--- config.mk ---
export PLATFORM = sky130hd
export DESIGN_NAME = store_drain_unit
export DESIGN_NICKNAME = d
export VERILOG_FILES = /design/src/rtl/store_drain_unit.sv
export SDC_FILE = /design/constraint.sdc
export NUM_CORES = 1
export LEC_CHECK = 0
export CAP_MARGIN = 20
export CELL_PAD_IN_SITES_DETAIL_PLACEMENT = 1
export CELL_PAD_IN_SITES_GLOBAL_PLACEMENT = 2
export CORE_AREA = 2 2 322 165
export CTS_BUF_LIST = sky130_fd_sc_hd__clkbuf_4 sky130_fd_sc_hd__clkbuf_8 sky130_fd_sc_hd__clkbuf_16
export DETAILED_ROUTE_END_ITERATION = 16
export DIE_AREA = 0 0 324 167
export PLACE_DENSITY_LB_ADDON = 0.2
export SLEW_MARGIN = 20
export SYNTH_ARGS = -nofsm -noshare
export SYNTH_HDL_FRONTEND = slang
export SYNTH_SLANG_ARGS = --single-unit
--- constraint.sdc ---
create_clock -name clk -period 12.85 [get_ports clk]
set_input_delay 2.57 -clock clk [delete_from_list [all_inputs] [get_ports clk]]
set_output_delay 2.57 -clock clk [all_outputs]
set_load 0.005 [all_outputs]
--- src/rtl/store_drain_unit.sv ---
// rtl/store_drain_unit.sv - store/fence request buffer draining lane-aligned writes to memory
module store_drain_unit #(
  parameter int XLEN  = 64,
  parameter int DEPTH = 4
) (
  input  logic                       clk,
  input  logic                       rst,
  input  logic                       st_valid,
  output logic                       st_ready,
  input  logic [XLEN-1:0]            st_addr,
  input  logic [XLEN-1:0]            st_data,
  input  logic                       st_we,
  input  logic [1:0]                 st_size,
  input  logic [7:0]                 fence_sig,
  input  logic [3:0]                 fence_mode,
  output logic                       mem_req,
  input  logic                       mem_gnt,
  output logic [XLEN-1:0]            mem_addr,
  output logic [XLEN-1:0]            mem_wdata,
  output logic [7:0]                 mem_wstrb,
  output logic                       fence_done,
  output logic [3:0]                 fence_mode_q,
  output logic                       misalign_err,
  output logic [$clog2(DEPTH+1)-1:0] buf_count
);
  localparam int AW = $clog2(DEPTH);
  localparam int CW = $clog2(DEPTH+1);

  typedef enum logic [1:0] {RUN, DRAIN, DONE} state_t;

  state_t          state_q;
  logic [AW-1:0]   wr_ptr_q, rd_ptr_q;
  logic [CW-1:0]   count_q;
  logic            fence_done_q, misalign_err_q;
  logic [3:0]      fence_mode_r_q;
  logic [XLEN-1:0] addr_mem [DEPTH];
  logic [XLEN-1:0] data_mem [DEPTH];
  logic [7:0]      strb_mem [DEPTH];

  logic            misaligned, accept, push, pop;
  logic [7:0]      lane_strb;
  logic [XLEN-1:0] lane_data;

  always_comb begin
    misaligned = 1'b0;
    lane_strb  = 8'h00;
    case (st_size)
      2'd0: begin misaligned = 1'b0;            lane_strb = 8'h01 << st_addr[2:0]; end
      2'd1: begin misaligned = st_addr[0];      lane_strb = 8'h03 << st_addr[2:0]; end
      2'd2: begin misaligned = |st_addr[1:0];   lane_strb = 8'h0F << st_addr[2:0]; end
      default: begin misaligned = |st_addr[2:0]; lane_strb = 8'hFF; end
    endcase
  end

  assign lane_data = st_data << {st_addr[2:0], 3'b000};
  assign st_ready  = (state_q == RUN) && (count_q != CW'(DEPTH));
  assign accept    = st_valid & st_ready;
  assign push      = accept & st_we & ~misaligned;
  assign mem_req   = (count_q != '0);
  assign pop       = mem_req & mem_gnt;

  // Head is forced to zero while empty so the bus never shows stale entries.
  assign mem_addr  = mem_req ? addr_mem[rd_ptr_q] : '0;
  assign mem_wdata = mem_req ? data_mem[rd_ptr_q] : '0;
  assign mem_wstrb = mem_req ? strb_mem[rd_ptr_q] : '0;

  assign fence_done   = fence_done_q;
  assign misalign_err = misalign_err_q;
  assign fence_mode_q = fence_mode_r_q;
  assign buf_count    = count_q;

  always_ff @(posedge clk) begin
    if (push) begin
      addr_mem[wr_ptr_q] <= {st_addr[XLEN-1:3], 3'b000};
      data_mem[wr_ptr_q] <= lane_data;
      strb_mem[wr_ptr_q] <= lane_strb;
    end
  end

  always_ff @(posedge clk) begin
    if (rst) begin
      state_q        <= RUN;
      wr_ptr_q       <= '0;
      rd_ptr_q       <= '0;
      count_q        <= '0;
      fence_done_q   <= 1'b0;
      misalign_err_q <= 1'b0;
      fence_mode_r_q <= 4'h0;
    end else begin
      fence_done_q   <= 1'b0;
      misalign_err_q <= accept & st_we & misaligned;
      if (push) wr_ptr_q <= wr_ptr_q + AW'(1);
      if (pop)  rd_ptr_q <= rd_ptr_q + AW'(1);
      if (push && !pop)      count_q <= count_q + CW'(1);
      else if (pop && !push) count_q <= count_q - CW'(1);
      case (state_q)
        RUN: begin
          if (accept && (fence_sig != 8'h00)) begin
            state_q        <= DRAIN;
            fence_mode_r_q <= fence_mode;
          end
        end
        DRAIN: begin
          if (count_q == '0) begin
            state_q      <= DONE;
            fence_done_q <= 1'b1;
          end
        end
        default: state_q <= RUN;
      endcase
    end
  end
endmodule
==> reports/results.ini, run 1 <==
[synthesis]
synth_cell_types=47
synth_area_sq_um=22900
syn_avg_cell_area_sq_um=18.5
ys.warnings.count=0
synthesis.instances=1237
ys_ff_latch=549
ys_seq_area_frac=0.714

[layout]
post-route-util=0.550
layout_commonest_cell=edfxtp_1
final_layout_size_suffix_gt1_frac=0.175
fillCellCount=4592
final_nets=1672
layout_common_cells=532 x edfxtp_1, 287 x clkdlybuf4s50_1, 143 x and2_1
area_growth_pct=23.5

[clock_tree]
clk_pin_slew_worst_paths_ps=70
cts_tree=done
worstSkewPairLatency_ps=580
ctsHoldBuffers=0
cts_root_buf=clkbuf_16
cts_resized=0
clk_path_buf_depth=3
postCtsSetupRepairBufs=0
cts.sinks=549
cts-buffers-inserted=50
h-tree-depth=2

[setup_path]
crit_path_frequent_cell=buf_4
crit_type=reg -> out
end_kind=output port
r2r_cells=6
cpPeakStageDelay_ps=820
cp_max_fo=61
worstPathRequired_ps=10280
rrSetupSlack_ps=8660
critPathSlowestCell=buf_4
r2r_start=buf_count[0]
r2r_end=data_mem[3][18]
cp-start-kind=flop
crit_arrival_ps=3980
path_cells=buf_4 -> buf_4 -> mux4_2 -> and2_1 -> clkdlybuf4s50_1

[floorplan]
initial_core_util=0.445
io_pins=294
placement_rows=59
die_w_microns=324
core_area_sq_um=51300
die_h_microns=167
die_area_sq_um=54100

[min_path]
hp-start=fence_mode_q[2]
holdPathEnd=fence_mode_q[2]
holdCritPathClass=reg -> reg
holdPathStages=2

[timing]
holdWs_ps=484
slew_violations=0
relSlewSlack=0.283
max_freq_mhz=153
setup_viol=0
finalCritPeriodShare=0.510
tns_ps=0
tightest_slew_ps=1060
skew_ps=27.9
period_needed_ps=6550
rsz0062_at_grt=no
hold_viol=0

[global_routing]
grt_pass1_wl_microns=87200
grt_pass1_vias=13293
grt_antenna_before_repair=3
grt_overflow=0
grt_usage=0.217
grt_max_degree=100

[routing]
detail_route.iter0.violations=918
num_vias=12221
firstDrtPassIters=5
drt-wirelength-per-cell_microns=25.7
routed_wl_microns=58000
drt_drc_violations_left=0
avgViaCountPerCell=5.41
ant_nets=0

[power_and_ir_drop]
p_leak_nw=9.16
powerDensity_nw_per_um2=188
ir_worst_vdd_mv=0.117

[run_status]
status=completed

[placed_design]
place_hpwl_microns=37000
place_congestion=0.785
port_buffers=290

[job]
cap_viol_max_count=0

## power breakdown
group          leakage (nW)  internal, mW  total (mW)  switching [mW]
Clock                 0.872         0.943        1.61           0.662
Sequential             4.98          2.05        2.11          0.0606
Combinational          3.31         0.903        1.60           0.693
## cell type report
cell class,count,area [sq um],share of cell area
Sequential cell,549,16300,0.578
Inverter,7,26.3,0.000931
Clock buffer,59,1370,0.0486
Clock inverter,32,390,0.0138
Antenna cell,1,2.50,0.0000887
Timing Repair Buffer,309,3080,0.109
Tap cell,701,877,0.0311
Multi-Input combinational cell,599,6160,0.218
## through the flow
step                      instance area (sq um)  power (mW)  instances  setup slack [ps]
final                                     28200        5.31       2257              6300
after floorplan                           22900        2.90       1239              5770
after global placement                    26400        3.75       2163              6060
after global routing                      28200        5.55       2257              6060
after CTS                                 28200        5.37       2254              6220
after detailed placement                  26400        3.77       2163              5980
## how the worst max path moves through the flow
stage               start              end  slack [ps]  cells past startpoint
5_1_grt              flop    mem_wdata[24]        6060                      5
2_1_floorplan  st_size[0]   addr_mem[0][0]        5770                      7
3_5_place_dp   st_size[0]  data_mem[3][10]        5980                      8
4_1_cts              flop    mem_wdata[24]        6220                      5
3_3_place_gp   st_size[0]  data_mem[2][46]        6060                      8
6_report             flop    mem_wdata[24]        6300                      5
## kinds of logic (layout without fill, tap and decap cells)
| group | count (synthesis) | after routing | share of synthesized area |
|---|---|---|---|
| mux | 228 | 228 | 0.175 |
| simple gates | 270 | 270 | 0.0650 |
| xor+xnor | 4 | 4 | 0.00153 |
| buf+inv | 91 | 407 | 0.0176 |
| flops | 549 | 549 | 0.714 |
| fa+ha+maj | 9 | 9 | 0.00526 |
| compound gates | 85 | 85 | 0.0217 |
| other cells | 1 | 4 | 0.000164 |
## worst max-delay path, delay by kind of cell (launching register included)
kind	cells	cell delay [ps]
flops	1	740
simple gates	1	200
buf+inv	3	1890
mux	1	470
## per-layer routing
layer  track usage  wire, microns  vias to the layer above
met3        0.0430           3070                       68
met1         0.330          27500                     6472
met2         0.332          26600                      258
met5             0              0                        -
li1              -              -                     5423
met4        0.0352            755                        0
## state kept, by name, summed over array words and instances (netlist names), named ones only
| register | count |
|---|---|
| addr_mem | 244 |
| buf_count | 3 |
| data_mem | 256 |
| fence_done | 1 |
| fence_mode_q | 4 |
| misalign_err | 1 |
| rd_ptr_q | 2 |
| state_q | 2 |
| strb_mem | 32 |
| wr_ptr_q | 2 |
## synthesized netlist by cell type (all sizes together)
master / number / share of area
buf: 41 / 0.0094
nor3: 3 / 0.00088
or3: 4 / 0.0011
mux2i: 70 / 0.031
and3: 1 / 0.00027
and4: 1 / 0.00038
nand2b: 12 / 0.0033
nand2: 29 / 0.0048
conb: 1 / 0.00016
o32ai: 1 / 0.00038
inv: 6 / 0.00099
o22ai: 15 / 0.0041
nor2: 57 / 0.0094
a311o: 1 / 0.00044
a21o: 2 / 0.00066
ha: 8 / 0.0044
nor4b: 2 / 0.00077
o2bb2ai: 2 / 0.00077
o21ba: 1 / 0.00044
nor4: 2 / 0.00055
o211ai: 6 / 0.0020
and2: 147 / 0.040
a21oi: 25 / 0.0055
dfxtp: 17 / 0.015
o21ai: 28 / 0.0061
mux4: 134 / 0.13
or2: 2 / 0.00055
edfxtp: 532 / 0.70
nor2b: 4 / 0.0011
xor2: 4 / 0.0015
and3b: 1 / 0.00038
clkinv: 1 / 0.00016
nand3: 2 / 0.00044
a211oi: 2 / 0.00066
o21bai: 2 / 0.00066
mux2: 24 / 0.012
clkbuf: 43 / 0.0071
nor3b: 1 / 0.00033
nand3b: 2 / 0.00066
fa: 1 / 0.00088
No activity file was read; power rests on OpenSTA's default activity.
==> run 2: changes to the inputs <==
CORE_AREA = 2 2 337 172   (was 2 2 322 165)
DIE_AREA = 0 0 339 174   (was 0 0 324 167)
clock period = 6.7 ns   (was 12.85 ns; I/O delays follow)
==> run 2 against run 1 <==
Register-to-register slack worse by 5200 ps; power is 89% higher; hold slack worse by 8.7 ps; global-route usage is 2.4 points lower; critical path depth is 1 lower; clock skew is 20 ps lower; cell count is 3.1% higher; sequential power is 90% higher; largest cell class unchanged.
==> reports/results.ini, run 2 (synthesized netlist as in run 1, its figures left out) <==
[run_status]
status=completed  ; unchanged

[global_routing]
grt_pass1_vias=12846  ; was 13293
grt_max_degree=91  ; was 100
grt_pass1_wl_microns=85500  ; was 87200 microns
use_met2=0.295  ; was 0.332
grt_usage=0.194  ; was 0.217
grt_overflow=0  ; unchanged
grt-busiest-layer=met2  ; unchanged
grtUsageMet3=0.0392  ; was 0.0430
use_met1=0.292  ; was 0.330
grt_antenna_before_repair=3  ; unchanged

[min_path]
holdCritPathClass=reg -> reg  ; unchanged

[routing]
firstDrtPassIters=5  ; unchanged
drt_drc_violations_left=0  ; unchanged
detail_route.iter0.violations=914  ; was 918
routed_wl_microns=57200  ; was 58000 microns
avgViaCountPerCell=5.24  ; was 5.41
num_vias=12183  ; was 12221
drt-wirelength-per-cell_microns=24.6  ; was 25.7 microns
ant_nets=0  ; unchanged

[floorplan]
die_h_microns=174  ; was 167 microns
initial_core_util=0.405  ; was 0.445
die_area_sq_um=59000  ; was 54100 sq um
placement_rows=62  ; was 59
core_area_sq_um=56400  ; was 51300 sq um
io_pins=294  ; unchanged
die_w_microns=339  ; was 324 microns

[timing]
slew_violations=0  ; unchanged
hold_viol=0  ; unchanged
setup_viol=0  ; unchanged
skew_ps=8.16  ; was 27.9 ps
max_freq_mhz=214
period_needed_ps=4670
relSlewSlack=0.236  ; was 0.283
tns_ps=0  ; unchanged
finalCritPeriodShare=0.697
rsz0062_at_grt=no  ; unchanged
tightest_slew_ps=1140  ; was 1060 ps

[clock_tree]
cts_root_buf=clkbuf_16  ; unchanged
cts.sinks=549  ; unchanged
postCtsSetupRepairBufs=0  ; unchanged
cts_resized=0  ; unchanged
clk_pin_slew_worst_paths_ps=70  ; about the same
ctsHoldBuffers=0  ; unchanged
h-tree-depth=2  ; unchanged
cts-buffers-inserted=50  ; unchanged
clk_path_buf_depth=3  ; unchanged
cts_tree=done  ; unchanged
worstSkewPairLatency_ps=570  ; was 580 ps

[setup_path]
crit_family=buffers and inverters  ; unchanged
crit_buf_inv=2  ; was 3
rrSetupSlack_ps=3470  ; was 8660 ps
cpPeakStageDelay_ps=890  ; was 820 ps
cp_max_fo=49  ; was 61
end_kind=output port  ; unchanged
path_cells=buf_4 -> mux4_2 -> and2_1 -> clkdlybuf4s50_1  ; was buf_4 -> buf_4 -> mux4_2 -> and2_1 -> clkdlybuf4s50_1
crit_type=reg -> out  ; unchanged
critPathSlowestCell=dfxtp_4  ; was buf_4
worstPathRequired_ps=5360  ; was 10280 ps
crit_arrival_ps=3330  ; was 3980 ps
cp-start-kind=flop  ; unchanged

[layout]
layout_commonest_cell=edfxtp_1  ; unchanged
layout_common_cells=532 x edfxtp_1, 287 x clkdlybuf4s50_1, 143 x and2_1  ; unchanged
largest_reg_flops=256  ; unchanged
antenna_cells=0  ; was 1
fin_cells=2327  ; was 2257
regMostFlops=data_mem  ; unchanged
fin_area_sq_um=28300  ; was 28200 sq um
reg_top3=data_mem x256, addr_mem x244, strb_mem x32  ; unchanged
post-route-util=0.502  ; was 0.550
final_nets=1674  ; was 1672
area_growth_pct=23.9  ; was 23.5%
final_layout_size_suffix_gt1_frac=0.176  ; was 0.175

[power_and_ir_drop]
ir_worst_vdd_mv=0.266  ; was 0.117 mV
total_power_mw=10.0  ; was 5.31 mW
powerDensity_nw_per_um2=354  ; was 188 nW/um^2
p_leak_nw=9.15  ; was 9.16 nW

[placed_design]
placedCellCount=2232  ; was 2163
postPlaceCellArea_sq_um=26600  ; was 26400 sq um
place_hpwl_microns=36200  ; was 37000 microns
port_buffers=290  ; unchanged
place_congestion=0.737  ; was 0.785

[job]
cap_viol_max_count=0  ; unchanged

## run 2: cell count changes in the layout (fill, tap and decap cells not counted), moves of 2 or more
cell,previous run,this run
buf_4,17,13
clkinv_2,8,1
clkbuf_4,6,17
buf_12,2,7
clkinv_4,4,2
clkbuf_8,0,5
bufinv_16,9,3
clkinv_1,11,13
## run 2: path summary, 6_finish.rpt
path / end / startpoint / cells past startpoint
setup / recovery: mem_wdata[56] / flop / 4
hold / removal: fence_mode_q[3] / fence_mode_q[3] / 2
setup reg to reg: data_mem[1][37] / buf_count[0] / 5
hold reg to reg: fence_mode_q[3] / fence_mode_q[3] / 2
## run 2: layer usage
| layer | part of all wire | up-vias |
|---|---|---|
| li1 | - | 5445 |
| met1 | 0.47 | 6411 |
| met5 | 0 | - |
| met4 | 0.014 | 0 |
| met3 | 0.056 | 55 |
| met2 | 0.46 | 272 |
## run 2: worst reg2reg max path, cell delays in order (launching register included)
cell	delay [ps]
dfxtp_1	450
nor2_1	80
a211oi_1	590
and4_1	480
and2_4	650
buf_4	590
## run 2: metrics by stage
stage	worst slack (ps)	hold slack, ps
floorplan	849	440
global placement	2040	457
detailed placement	2020	470
CTS	1800	481
global route	1750	516
finish	2030	476
## run 2: final cells by class
cell class | instances | area, sq um
tap | 768 | 961
timing repair buffer | 311 | 3160
fill | 5289 | 28100
clock inverter | 19 | 165
inverter | 7 | 26.3
clock buffer | 74 | 1520
multi-input combinational | 599 | 6160
sequential | 549 | 16300
## run 2: report_power, final
group | switching [mW] | internal [mW]
sequential | 0.0898 | 3.92
combinational | 1.35 | 1.74
clock | 1.24 | 1.68
total | 2.68 | 7.34
==> run 3: changes to the inputs <==
CORE_AREA = 2 2 355 181   (was 2 2 337 172)
DIE_AREA = 0 0 357 183   (was 0 0 339 174)
clock period = 3.9 ns   (was 6.7 ns; I/O delays follow)
==> run 3 against run 2 <==
Die area is 11% higher; first-iteration DRC count is 12% lower; combinational power is 81% higher; power is 74% higher; utilization is 4.2 points lower; hold slack better by 2.2 ps; worst setup slack worse by 1800 ps; highest routed layer unchanged.
==> reports/results.ini, run 3 (synthesized netlist as in run 1, its figures left out) <==
[run_status]
status=completed  ; unchanged

[timing]
relSlewSlack=0.417  ; was 0.236
finalCritPeriodShare=0.933
tns_ps=0  ; unchanged
tightest_slew_ps=875  ; was 1140 ps
setup_viol=0  ; unchanged
skew_ps=23.3  ; was 8.16 ps
period_needed_ps=3640
max_freq_mhz=275
hold_viol=0  ; unchanged
slew_violations=0  ; unchanged
holdWs_ps=478  ; was 476 ps
rsz0062_at_grt=no  ; unchanged

[power_and_ir_drop]
powerDensity_nw_per_um2=607  ; was 354 nW/um^2
p_leak_nw=9.28  ; was 9.15 nW
switching_share=0.269  ; was 0.267
clkPwrFrac=0.285  ; was 0.292
seqPwrFrac=0.394  ; was 0.400
p_int_mw=12.7  ; was 7.34 mW
p_comb_frac=0.320  ; was 0.308
ir_worst_vdd_mv=0.331  ; was 0.266 mV
p_sw_mw=4.69  ; was 2.68 mW

[clock_tree]
h-tree-depth=2  ; unchanged
worstSkewPairLatency_ps=580  ; was 570 ps
clk_path_buf_depth=3  ; unchanged
postCtsSetupRepairBufs=0  ; unchanged
cts_root_buf=clkbuf_16  ; unchanged
cts.sinks=549  ; unchanged
cts_resized=0  ; unchanged
cts_tree=done  ; unchanged
clk_pin_slew_worst_paths_ps=60  ; was 70 ps
cts-buffers-inserted=51  ; was 50
ctsHoldBuffers=0  ; unchanged

[routing]
firstDrtPassIters=4  ; was 5
routed_wl_microns=60300  ; was 57200 microns
ant_nets=0  ; unchanged
drt_drc_violations_left=0  ; unchanged
detail_route.iter0.violations=802  ; was 914
num_vias=12391  ; was 12183
drt-wirelength-per-cell_microns=24.9  ; was 24.6 microns
avgViaCountPerCell=5.12  ; was 5.24

[setup_path]
path_cells=or3_4 -> and2_1 -> clkdlybuf4s50_1  ; was buf_4 -> mux4_2 -> and2_1 -> clkdlybuf4s50_1
cpPeakStageDelay_ps=740  ; was 890 ps
end_kind=output port  ; unchanged
critPathSlowestCell=or3_4  ; was dfxtp_4
cp_max_fo=72  ; was 49
cp-start-kind=flop  ; unchanged
worstPathRequired_ps=3120  ; was 5360 ps
r2r_cells=9  ; was 5
crit_type=reg -> out  ; unchanged
crit_arrival_ps=2860  ; was 3330 ps

[global_routing]
use_met2=0.277  ; was 0.295
grt_overflow=0  ; unchanged
grt_max_degree=106  ; was 91
grt-busiest-layer=met1  ; was met2
grt_usage=0.185  ; was 0.194
grt_pass1_vias=13096  ; was 12846
use_met1=0.283  ; was 0.292
grt_pass1_wl_microns=89100  ; was 85500 microns
grt_antenna_before_repair=5  ; was 3
grtUsageMet3=0.0362  ; was 0.0392

[floorplan]
io_pins=294  ; unchanged
placement_rows=65  ; was 62
die_h_microns=183  ; was 174 microns
die_area_sq_um=65300  ; was 59000 sq um
die_w_microns=357  ; was 339 microns
initial_core_util=0.367  ; was 0.405
core_area_sq_um=62300  ; was 56400 sq um

[layout]
largest_reg_flops=256  ; unchanged
fin_cells=2419  ; was 2327
area_growth_pct=25.4  ; was 23.9%
final_nets=1699  ; was 1674
regMostFlops=data_mem  ; unchanged
layout_commonest_cell=edfxtp_1  ; unchanged
layout_common_cells=532 x edfxtp_1, 287 x clkdlybuf4s50_1, 143 x and2_1  ; unchanged
reg_top3=data_mem x256, addr_mem x244, strb_mem x32  ; unchanged
fin_area_sq_um=28600  ; was 28300 sq um
final_layout_size_suffix_gt1_frac=0.185  ; was 0.176

[placed_design]
place_hpwl_microns=39600  ; was 36200 microns
port_buffers=290  ; unchanged
place_congestion=0.731  ; was 0.737
placedCellCount=2327  ; was 2232
postPlaceCellArea_sq_um=27000  ; was 26600 sq um

[min_path]
holdCritPathClass=reg -> reg  ; unchanged
holdPathStages=2  ; unchanged

[job]
cap_viol_max_count=0  ; unchanged

[run 3: through the flow]
step                       util  power, mW  setup slack, ps
after floorplan               -       9.53             79.4
after global placement    0.434       12.7              286
after detailed placement  0.434       12.7              283
after CTS                 0.460       17.7              170
after global routing      0.460       18.3             18.8
final                     0.460       17.4              262
[run 3: metal layers]
metal | vias up | routed length [microns]
li1 | 5489 | -
met3 | 62 | 3050
met5 | - | 0
met4 | 0 | 720
met2 | 271 | 27000
met1 | 6569 | 29500
[run 3: critical path, delay by kind of cell (launching register included)]
kind                   cells  cell delay, ps
buffers and inverters      1             580
DFF                        1             460
and+or+nand+nor            2            1230
[run 3: path summary, 6_finish.rpt]
path,startpoint,endpoint,slack (ps)
max,buf_count[0],mem_wdata[33],260
min,fence_mode_q[3],fence_mode_q[3],480
max reg2reg,buf_count[0],buf_count[2],1140
min reg2reg,fence_mode_q[3],fence_mode_q[3],480
[run 3: power by group through the flow]
stage	Sequential (mW)	Clock (mW)	Combinational, mW
after floorplan	6.92	0	2.61
after global placement	6.98	0	5.74
after detailed placement	6.99	0	5.74
after CTS	6.87	5.10	5.77
after global routing	6.88	5.34	6.06
final	6.86	4.97	5.58
[run 3: final cells by class]
| cell class | instances | area, sq um |
|---|---|---|
| sequential | 549 | 16300 |
| clock buffer | 60 | 1340 |
| multi-input combinational | 599 | 6160 |
| clock inverter | 31 | 297 |
| timing repair buffer | 335 | 3450 |
| antenna | 1 | 2.50 |
| fill | 5900 | 33600 |
| tap | 837 | 1050 |
| inverter | 7 | 26.3 |
